## src/rtl/myproject_mac_pipe_dsp.sv

```systemverilog
//------------------------------------------------------------------------------
// myproject_mac_pipe_dsp
//
// Pipelined signed multiply-accumulate unit for dense/conv layer kernels.
// It sits between a weight/activation streamer and the layer output buffer.
// Each accepted beat multiplies din0*din1 at full precision. The product then
// either passes straight through or is summed into an ACC_WIDTH accumulator
// over a group of beats framed by acc_first/acc_last. Each result is narrowed
// to DOUT_WIDTH, by clamping (SATURATE=1) or by keeping the low bits
// (SATURATE=0).
//
// Pipeline (NUM_STAGE cycles of latency in total):
//   p0 : input register (operands + group flags)
//   p1 : NUM_STAGE-2 product registers (absent when NUM_STAGE == 2)
//   p2 : accumulator / output register
// All stages shift together on advance = ce & (~out_valid | out_ready).
// A stalled or clock-disabled unit therefore holds every stage, including
// the presented output.
//
// Ports:
//   ap_clk, ap_rst_n      clock (rising edge); asynchronous active-low reset
//   ce                    clock enable; 0 freezes all state, in_ready=0
//   in_valid / in_ready   input handshake; in_ready is combinational
//   din0, din1            signed operands (activation, weight)
//   acc_en                1: beat is part of an accumulation group
//   acc_first, acc_last   group framing (load / emit)
//   out_valid / out_ready output handshake
//   dout                  signed narrowed result
//   sat_flag              dout was clamped (always 0 when SATURATE=0)
//------------------------------------------------------------------------------
`timescale 1ns/1ps

module myproject_mac_pipe_dsp #(
    parameter int DIN0_WIDTH = 16,
    parameter int DIN1_WIDTH = 10,
    parameter int ACC_WIDTH  = 32,
    parameter int DOUT_WIDTH = 26,
    parameter int NUM_STAGE  = 3,
    parameter int SATURATE   = 1
) (
    input  logic                         ap_clk,
    input  logic                         ap_rst_n,
    input  logic                         ce,
    input  logic                         in_valid,
    output logic                         in_ready,
    input  logic signed [DIN0_WIDTH-1:0] din0,
    input  logic signed [DIN1_WIDTH-1:0] din1,
    input  logic                         acc_en,
    input  logic                         acc_first,
    input  logic                         acc_last,
    output logic                         out_valid,
    input  logic                         out_ready,
    output logic signed [DOUT_WIDTH-1:0] dout,
    output logic                         sat_flag
);

    localparam int PROD_WIDTH   = DIN0_WIDTH + DIN1_WIDTH;
    localparam int NUM_PROD_REG = NUM_STAGE - 2;

    // Elaboration-time sanity checks on the parameter set.
    if (ACC_WIDTH < PROD_WIDTH) begin : g_bad_acc_width
        $error("ACC_WIDTH must be >= DIN0_WIDTH + DIN1_WIDTH");
    end
    if (DOUT_WIDTH > ACC_WIDTH || DOUT_WIDTH < 2) begin : g_bad_dout_width
        $error("DOUT_WIDTH must be in [2, ACC_WIDTH]");
    end
    if (NUM_STAGE < 2) begin : g_bad_num_stage
        $error("NUM_STAGE must be >= 2");
    end

    // Full-precision signed product, sign-extended to the accumulator width.
    // Both operands are widened to PROD_WIDTH first, so the multiply cannot
    // lose bits.
    function automatic logic signed [ACC_WIDTH-1:0] mul_ext(
        input logic signed [DIN0_WIDTH-1:0] a,
        input logic signed [DIN1_WIDTH-1:0] b
    );
        logic signed [PROD_WIDTH-1:0] a_w;
        logic signed [PROD_WIDTH-1:0] b_w;
        logic signed [PROD_WIDTH-1:0] p;
        a_w     = PROD_WIDTH'(a);
        b_w     = PROD_WIDTH'(b);
        p       = a_w * b_w;
        mul_ext = ACC_WIDTH'(p);
    endfunction

    // Narrow an accumulator-width value to DOUT_WIDTH. The result is
    // {clamped, value}. The value fits exactly when every bit from the output
    // sign position upward is identical. DOUT_WIDTH == ACC_WIDTH leaves a
    // one-bit slice, so the value always fits and is copied unchanged.
    function automatic logic [DOUT_WIDTH:0] narrow(
        input logic signed [ACC_WIDTH-1:0] res
    );
        logic [ACC_WIDTH-DOUT_WIDTH:0] top;
        logic                          fits;
        top  = res[ACC_WIDTH-1:DOUT_WIDTH-1];
        fits = (&top) | ~(|top);
        if (SATURATE != 0 && !fits) begin
            narrow = res[ACC_WIDTH-1] ? {1'b1, 1'b1, {(DOUT_WIDTH-1){1'b0}}}
                                      : {1'b1, 1'b0, {(DOUT_WIDTH-1){1'b1}}};
        end else begin
            narrow = {1'b0, res[DOUT_WIDTH-1:0]};
        end
    endfunction

    logic advance;

    assign advance  = ce & (~out_valid | out_ready);
    assign in_ready = advance;

    // ---------------- stage p0: input register ----------------
    logic                         vld_p0;
    logic signed [DIN0_WIDTH-1:0] din0_p0;
    logic signed [DIN1_WIDTH-1:0] din1_p0;
    logic [2:0]                   ctl_p0;      // {acc_en, acc_first, acc_last}
    logic signed [ACC_WIDTH-1:0]  prod_p0;     // product formed from p0 regs

    always_ff @(posedge ap_clk or negedge ap_rst_n) begin
        if (!ap_rst_n) begin
            vld_p0 <= 1'b0;
        end else if (advance) begin
            vld_p0 <= in_valid;
        end
    end

    always_ff @(posedge ap_clk) begin
        if (advance) begin
            din0_p0 <= din0;
            din1_p0 <= din1;
            ctl_p0  <= {acc_en, acc_first, acc_last};
        end
    end

    assign prod_p0 = mul_ext(din0_p0, din1_p0);

    // ---------------- stage p1: product registers ----------------
    // The beat that reaches the acc/out stage; the flags travel with the
    // product and are only looked at when the valid bit is set.
    logic                        vld_fin;
    logic signed [ACC_WIDTH-1:0] prod_fin;
    logic [2:0]                  ctl_fin;

    if (NUM_PROD_REG == 0) begin : g_no_prod_reg
        assign vld_fin  = vld_p0;
        assign prod_fin = prod_p0;
        assign ctl_fin  = ctl_p0;
    end else begin : g_prod_reg
        logic [NUM_PROD_REG-1:0]     vld_p1;
        logic signed [ACC_WIDTH-1:0] prod_p1 [NUM_PROD_REG];
        logic [2:0]                  ctl_p1  [NUM_PROD_REG];

        always_ff @(posedge ap_clk or negedge ap_rst_n) begin
            if (!ap_rst_n) begin
                vld_p1 <= '0;
            end else if (advance) begin
                vld_p1[0] <= vld_p0;
                for (int i = 1; i < NUM_PROD_REG; i++) begin
                    vld_p1[i] <= vld_p1[i-1];
                end
            end
        end

        always_ff @(posedge ap_clk) begin
            if (advance) begin
                prod_p1[0] <= prod_p0;
                ctl_p1[0]  <= ctl_p0;
                for (int i = 1; i < NUM_PROD_REG; i++) begin
                    prod_p1[i] <= prod_p1[i-1];
                    ctl_p1[i]  <= ctl_p1[i-1];
                end
            end
        end

        assign vld_fin  = vld_p1[NUM_PROD_REG-1];
        assign prod_fin = prod_p1[NUM_PROD_REG-1];
        assign ctl_fin  = ctl_p1[NUM_PROD_REG-1];
    end

    // ---------------- stage p2: accumulator / output register ----------------
    logic signed [ACC_WIDTH-1:0]  acc_p2;
    logic signed [ACC_WIDTH-1:0]  acc_sum;
    logic signed [ACC_WIDTH-1:0]  acc_nxt;
    logic signed [ACC_WIDTH-1:0]  res;
    logic                         emit;
    logic                         en_fin;
    logic                         first_fin;
    logic                         last_fin;
    logic signed [DOUT_WIDTH-1:0] nar_val;
    logic                         nar_flag;

    assign en_fin    = ctl_fin[2];
    assign first_fin = ctl_fin[1];
    assign last_fin  = ctl_fin[0];

    // A pass-through beat inside an open group keeps acc_nxt = acc_p2, so
    // the group continues untouched after it. Bubbles never emit.
    always_comb begin
        acc_sum = acc_p2 + prod_fin;
        acc_nxt = acc_p2;
        res     = prod_fin;
        emit    = 1'b0;
        if (vld_fin) begin
            if (!en_fin) begin
                emit = 1'b1;
            end else if (first_fin) begin
                acc_nxt = prod_fin;
                emit    = last_fin;
            end else begin
                acc_nxt = acc_sum;
                res     = acc_sum;
                emit    = last_fin;
            end
        end
        {nar_flag, nar_val} = narrow(res);
    end

    // dout/sat_flag are only loaded on an emit. A non-emitting advance drops
    // out_valid and leaves the stale value behind it.
    always_ff @(posedge ap_clk or negedge ap_rst_n) begin
        if (!ap_rst_n) begin
            acc_p2    <= '0;
            out_valid <= 1'b0;
            dout      <= '0;
            sat_flag  <= 1'b0;
        end else if (advance) begin
            acc_p2    <= acc_nxt;
            out_valid <= emit;
            if (emit) begin
                dout     <= nar_val;
                sat_flag <= nar_flag;
            end
        end
    end

endmodule
```

## config.mk

```make
export PLATFORM = sky130hd
export DESIGN_NAME = myproject_mac_pipe_dsp
export DESIGN_NICKNAME = d
export VERILOG_FILES = /design/src/rtl/myproject_mac_pipe_dsp.sv
export SDC_FILE = /design/constraint.sdc
export NUM_CORES = 1
export LEC_CHECK = 0
export CORE_ASPECT_RATIO = 0.6
export CORE_MARGIN = 2
export CORE_UTILIZATION = 40
export DETAILED_ROUTE_END_ITERATION = 8
export HOLD_SLACK_MARGIN = 0.08
export PLACE_DENSITY_LB_ADDON = 0.15
export SETUP_SLACK_MARGIN = 0.2
export SYNTH_ARGS = -nofsm -noshare
export SYNTH_HDL_FRONTEND = slang
export SYNTH_SLANG_ARGS = --single-unit
```

## constraint.sdc

```tcl
create_clock -name ap_clk -period 6.2 [get_ports ap_clk]
set_clock_uncertainty 0.15 [all_clocks]
set_input_delay 1.24 -clock ap_clk [delete_from_list [all_inputs] [get_ports ap_clk]]
set_output_delay 1.24 -clock ap_clk [all_outputs]
set_load 0.05 [all_outputs]
```

==> results.sh, run 1 <==
export IMPL_post_drt_wl_per_cell_microns=17.2
export IMPL_gp_congestion=0.927
export IMPL_m1WireLength_mm=16.0
export IMPL_grt_overflow=0
export IMPL_syn_num_nets=1596
export IMPL_synthCells=1330
export IMPL_drt_wl_total_mm=31.1
export IMPL_portBuffers=62
export IMPL_setup_total_negative_slack_ns=0
export IMPL_slowest_stage="fa_1"
export IMPL_drtIter0Drc=604
export IMPL_nNetsFinal=1653
export IMPL_startpoint_type="register"
export IMPL_diodes=0
export IMPL_worstSetupPathType="reg -> reg"
export IMPL_hold_buffers=0
export IMPL_yosys_area_share_simple_pct=14.5
export IMPL_synth_top_flop_cell="dfrtp_1"
export IMPL_route_met3_wl_mm=1.78
export IMPL_grt_antenna_before_repair=0
export IMPL_clock_sinks=120
export IMPL_first_global_vias=9759
export IMPL_crit_top_cell="fa_1"
export IMPL_crit_arrival_ns=5.80
export IMPL_finalHoldViolCount=0
export IMPL_yosysWarnings=0
export IMPL_clock_fmax_mhz=175
export IMPL_row_count=49
export IMPL_synth_top_area_share_pct=22.5
export IMPL_grt_pass1_wl_mm=52.2
export IMPL_max_clock_path_buffers=2
export IMPL_synthMuxAreaShare_pct=0.994
export IMPL_max_stage_delay_ns=0.54
export IMPL_clk_latency_ns=0.44
export IMPL_status="finished clean"
export IMPL_drive_gt1_share_pct=6.57
export IMPL_path_clk_slew_ns=0.06
export IMPL_synth_ff_latch_count=120
export IMPL_cp_required_ns=6.29
export IMPL_drt_pre_antenna_iters=5
export IMPL_hpwl_mm=23.7
export IMPL_critPathBufInv=6
export IMPL_min_path_type="reg -> reg"
export IMPL_synth_top_family_by_area="adder cells"
export IMPL_routed_top_layer="met4"
export IMPL_ctsHtreeMaxLevel=4
export IMPL_critical_path_top_delay_family="adder cells"
export IMPL_synth_area_leaders="fa_1, edfxtp_1, dfrtp_1"
export IMPL_viasPerCell=5.25
export IMPL_synth_largest_area_cell="fa_1"
export IMPL_yosysUniqueCellTypes=66
export IMPL_place_inst=1761
export IMPL_slew_viol_final=0
export IMPL_grt_util_all_layers_pct=20.6
export IMPL_die_x_microns=232
export IMPL_ios=63
export IMPL_tightest_slew_ns=1.17
export IMPL_synth_xor_area_share_pct=3.80
export IMPL_grt_max_degree=63
export IMPL_route_met2_wl_mm=12.8
export IMPL_core_sq_um=30300
export IMPL_drc=0
export IMPL_crit_chain="buf_4, and2_1, fa_1, inv_1, fa_1, inv_1, fa_1, fa_1, inv_1, fa_1, inv_1, ha_1, nand2_1, o21ai_1, a211oi_2, o21bai_1, nand3_1, a31oi_1, buf_4, nand4_1, o311ai_0"
export IMPL_synthToLayoutAreaGrowth_pct=14.2
export IMPL_finalCritPeriodShare_pct=92.1
export IMPL_synth_fa_ha_area_share_pct=31.7
export IMPL_fin_crit_ns=5.71
export IMPL_crit_path_end_kind="register"
export IMPL_numCtsBuffers=17
export IMPL_stdcell_count=1808
export IMPL_cts_tree="yes"
export IMPL_start_util_pct=41.1
export IMPL_layout_commonest_cell="inv_1"
export IMPL_vias=9501
export IMPL_cts_root_buf="clkbuf_16"
export IMPL_cp_max_fo=11
export IMPL_synth_compound_area_share_pct=14.3
export IMPL_slew_headroom_pct=22.0
export IMPL_mostFrequentLayoutCells="inv_1, nand2_1, fa_1"
export IMPL_syn_area_per_cell_sq_um=9.37
export IMPL_setup_viol=0
export IMPL_ant_nets=0
export IMPL_die_y_microns=141
export IMPL_synth_async_sr_flop_share_pct=51.7
export IMPL_drv_cap=0
export IMPL_synthesis_area_sq_um=12500
export IMPL_ys_seq_area_share_pct=26.4
export IMPL_synth_edf_count=58
export IMPL_rsz0062_at_grt="no"
export IMPL_die_area_sq_um=32600
[repair_timing]
item,CTS,global route
pin swaps,0,3
resized for setup,0,11
setup buffers,6,9
setup endpoints to repair,2,9
[sequential cells by signal (all words and copies together), names as in the netlist]
name / flops
ctl_p0: 3
g_prod_reg.ctl_p1: 3
g_prod_reg.vld_p1: 1
din0_p0: 16
acc_p2: 32
vld_p0: 1
g_prod_reg.prod_p1: 26
sat_flag: 1
din1_p0: 10
out_valid: 1
dout: 26
[cells in the mapped netlist, types with 7 or more instances]
library cell and number:
nor2_1 60, o211ai_1 7, nand4_1 10, a31oi_1 11, a21oi_1 78, o21a_1 8, mux2i_1 9, dfrtp_1 62
nor2b_1 18, a221oi_1 11, o21bai_1 9, nand2b_1 9, inv_1 203, fa_1 140, xor2_1 17, nand3_1 13
ha_1 92, a21o_1 22, and2_1 67, clkbuf_1 53, xnor2_1 37, nand2_1 168, or3_1 7, o22a_1 21
o21ai_0 57, a211oi_1 8, edfxtp_1 58
[routing by layer]
metal	vias up	track usage, %
li1	4505	-
met5	-	0
met2	225	29.6
met1	4742	31.2
met4	0	5.09
met3	29	4.63
[cells by family after synthesis]
group | Yosys count
buffers and inverters | 266
adder cells (fa/ha/maj) | 232
AND/OR/NAND/NOR | 379
XOR/XNOR | 54
AO/OA/AOI/OAI | 267
multiplexers | 12
flip-flops | 120
[layout make-up]
| class | count | area (sq um) |
|---|---|---|
| Clock buffer | 21 | 440 |
| Clock inverter | 11 | 85.1 |
| Inverter | 204 | 766 |
| Multi-Input combinational cell | 944 | 8160 |
| Tap cell | 408 | 510 |
| Timing Repair Buffer | 100 | 967 |
| Sequential cell | 120 | 3290 |
| Fill cell | 2933 | 16100 |
[final timing paths]
check                                 from                         to  slack [ns]  cells after the start
worst min register to register   ctl_p0[2]    g_prod_reg.ctl_p1[0][2]        0.27                      0
min in group asynchronous         ap_rst_n                   dout[25]        0.83                      2
worst min-delay path             ctl_p0[2]    g_prod_reg.ctl_p1[0][2]        0.27                      0
worst max register to register  din1_p0[4]  g_prod_reg.prod_p1[0][24]        0.49                     21
max in group asynchronous         ap_rst_n                    dout[2]        4.47                      2
worst max-delay path            din1_p0[4]  g_prod_reg.prod_p1[0][24]        0.49                     21
[stage by stage]
| step | worst slack [ns] | cell area [sq um] | util, % | hold WS (ns) |
|---|---|---|---|---|
| global route | 0.206 | 14200 | 47.0 | 0.277 |
| global placement | 0.199 | 13500 | 44.5 | 0.253 |
| floorplan | 0.651 | 12500 | - | 0.250 |
| CTS | 0.206 | 14100 | 46.5 | 0.270 |
| finish | 0.487 | 14200 | 47.0 | 0.269 |
| detailed placement | 0.138 | 13500 | 44.5 | 0.256 |
Power of run 1 is left out: the tool's default activity adds up to more than one toggle a clock period on the data nets, which glitch-free logic cannot reach.
==> run 2: changes to the inputs <==
- CORE_UTILIZATION: 40 -> 57
- clock period: 6.2 -> 4.7 ns (I/O delays scaled with it)
==> run 2 against run 1 <==
The flow now finishes with violations (setup timing). Critical endpoint is now g_prod_reg.prod_p1[0][23]. Sequential cell count did not move. Sequential share of layout area fell by 2.1 points. Worst setup slack got worse by 1.1 ns. Count of clock-buffer cells in the layout rose by 7. Maximum frequency rose by 7.4%. Hold slack improved by 0.0050 ns. Register-to-register slack got worse by 1.1 ns. Cell count fell by 0.66%. Design area rose by 9.8%. Largest cell class unchanged. Core utilization rose by 27 points.
==> results.sh, run 2 (synthesized netlist as in run 1, its figures left out) <==
export IMPL_ant_nets=0
export IMPL_largestRegisters="acc_p2 x32, dout x26, g_prod_reg.prod_p1 x26"
export IMPL_hold_depth=0
export IMPL_layout_commonest_cell="inv_1"
export IMPL_cp_max_fo=13
export IMPL_max_stage_delay_ns=0.61
export IMPL_min_path_type="reg -> reg"
export IMPL_grt_max_degree=63
export IMPL_crit_path_end_kind="register"
export IMPL_cp_required_ns=4.72
export IMPL_core_sq_um=21200
export IMPL_clock_fmax_mhz=188
export IMPL_drive_gt1_share_pct=19.2
export IMPL_max_clock_path_buffers=2
export IMPL_worst_slack_ns=-0.620
export IMPL_mostFrequentLayoutCells="inv_1, nand2_1, fa_1"
export IMPL_regArea_sq_um=3290
export IMPL_clock_sinks=120
export IMPL_slew_viol_final=0
export IMPL_drv_cap=0
export IMPL_rsz0062_at_grt="yes"
export IMPL_crit_arrival_ns=5.34
export IMPL_drtIter0Drc=796
export IMPL_multiInputGateArea_sq_um=8650
export IMPL_ctsHtreeMaxLevel=4
export IMPL_nNetsFinal=1770
export IMPL_startpoint_type="register"
export IMPL_use_met1_pct=43.0
export IMPL_worstSetupPathType="reg -> reg"
export IMPL_top_usage_layer="met2"
export IMPL_path_clk_slew_ns=0.06
export IMPL_cts_tree="yes"
export IMPL_synthToLayoutAreaGrowth_pct=25.3
export IMPL_use_met3_pct=5.82
export IMPL_gp_congestion=0.987
export IMPL_cts_root_buf="clkbuf_16"
export IMPL_viasPerCell=5.68
export IMPL_largest_reg_flops=32
export IMPL_grt_util_all_layers_pct=29.1
export IMPL_grt_antenna_before_repair=0
export IMPL_top_register="acc_p2"
export IMPL_grt_pass1_wl_mm=52.7
export IMPL_fill_cells=1530
export IMPL_finalHoldViolCount=0
export IMPL_slew_headroom_pct=41.7
export IMPL_drt_wl_total_mm=32.1
export IMPL_vias=10200
export IMPL_die_y_microns=119
export IMPL_numCtsBuffers=17
export IMPL_ios=63
export IMPL_clk_latency_ns=0.43
export IMPL_crit_top_cell="fa_1"
export IMPL_diodes=0
export IMPL_hold_buffers=0
export IMPL_grt_overflow=0
export IMPL_violations="setup timing"
export IMPL_fin_crit_ns=5.32
export IMPL_tightest_slew_ns=0.875
export IMPL_first_global_vias=10400
export IMPL_drc=0
export IMPL_setup_viol=16
export IMPL_start_util_pct=58.7
export IMPL_pre_cts_ws_ns=-0.737
export IMPL_crit_chain="buf_12, nand2_1, fa_2, inv_2, fa_1, fa_1, fa_1, inv_1, fa_1, inv_2, ha_4, and3_4, a221oi_4, nand2b_4, nor2b_4, o21ai_2, a41oi_2, nor2b_2, xnor2_1"
export IMPL_row_count=41
export IMPL_grt_met2_usage_pct=44.5
export IMPL_slowest_stage="fa_2"
export IMPL_die_x_microns=195
export IMPL_hpwl_mm=23.8
export IMPL_r2r_worst_path_cells=19
export IMPL_drt_pre_antenna_iters=6
export IMPL_status="finished, violations left"
export IMPL_die_area_sq_um=23100
export IMPL_portBuffers=62
export IMPL_finalCritPeriodShare_pct=113
export IMPL_post_drt_wl_per_cell_microns=17.8
run 2: area by class of cell:
class	instances	share of cell area [%]
sequential	120	21.1
multi-input combinational	944	55.4
tap	279	2.24
clock inverter	4	0.328
timing repair buffer	217	12.5
inverter	204	4.90
clock buffer	28	3.58
run 2: per-stage QoR:
step / hold WS, ns / TNS, ns / area, sq um / instances / utilization (%)
floorplan: 0.250 / -2.02 / 12700 / 1330 / -
global route: 0.285 / -9.26 / 15600 / 1796 / 73.5
finish: 0.274 / -6.44 / 15600 / 1796 / 73.5
CTS: 0.279 / -5.60 / 15200 / 1784 / 71.6
detailed placement: 0.262 / -6.80 / 14300 / 1731 / 67.3
global placement: 0.252 / -5.59 / 14300 / 1731 / 67.3
run 2: timing repair:
action,4_1_cts,5_1_grt
setup buffers,21,10
gates resized for setup,36,57
endpoints found under the setup margin,43,44
pin swaps,23,27
cloned,0,2
run 2: metal layers:
metal	vias up	wire length [microns]
met5	-	0
met4	0	335
met3	29	2410
met2	363	14200
met1	5061	15100
li1	4748	-
run 2: final timing paths:
path	slack, ns	end	from
worst min-delay path	0.27	g_prod_reg.ctl_p1[0][0]	ctl_p0[0]
worst min register to register	0.27	g_prod_reg.ctl_p1[0][0]	ctl_p0[0]
worst max-delay path	-0.62	g_prod_reg.prod_p1[0][23]	din1_p0[2]
worst max register to register	-0.62	g_prod_reg.prod_p1[0][23]	din1_p0[2]
min in group asynchronous	0.41	dout[10]	ap_rst_n
max in group asynchronous	3.05	dout[21]	ap_rst_n
run 2: worst max-delay path: cells and delay by family, from the launching register on:
| family | cells | cell delay, ns |
|---|---|---|
| fa+ha+maj | 6 | 2.80 |
| flops | 1 | 0.38 |
| simple gates | 5 | 0.77 |
| buf+inv | 4 | 0.31 |
| xor+xnor | 1 | 0.07 |
| compound gates | 3 | 0.59 |
Power of run 2 is left out for the same reason.
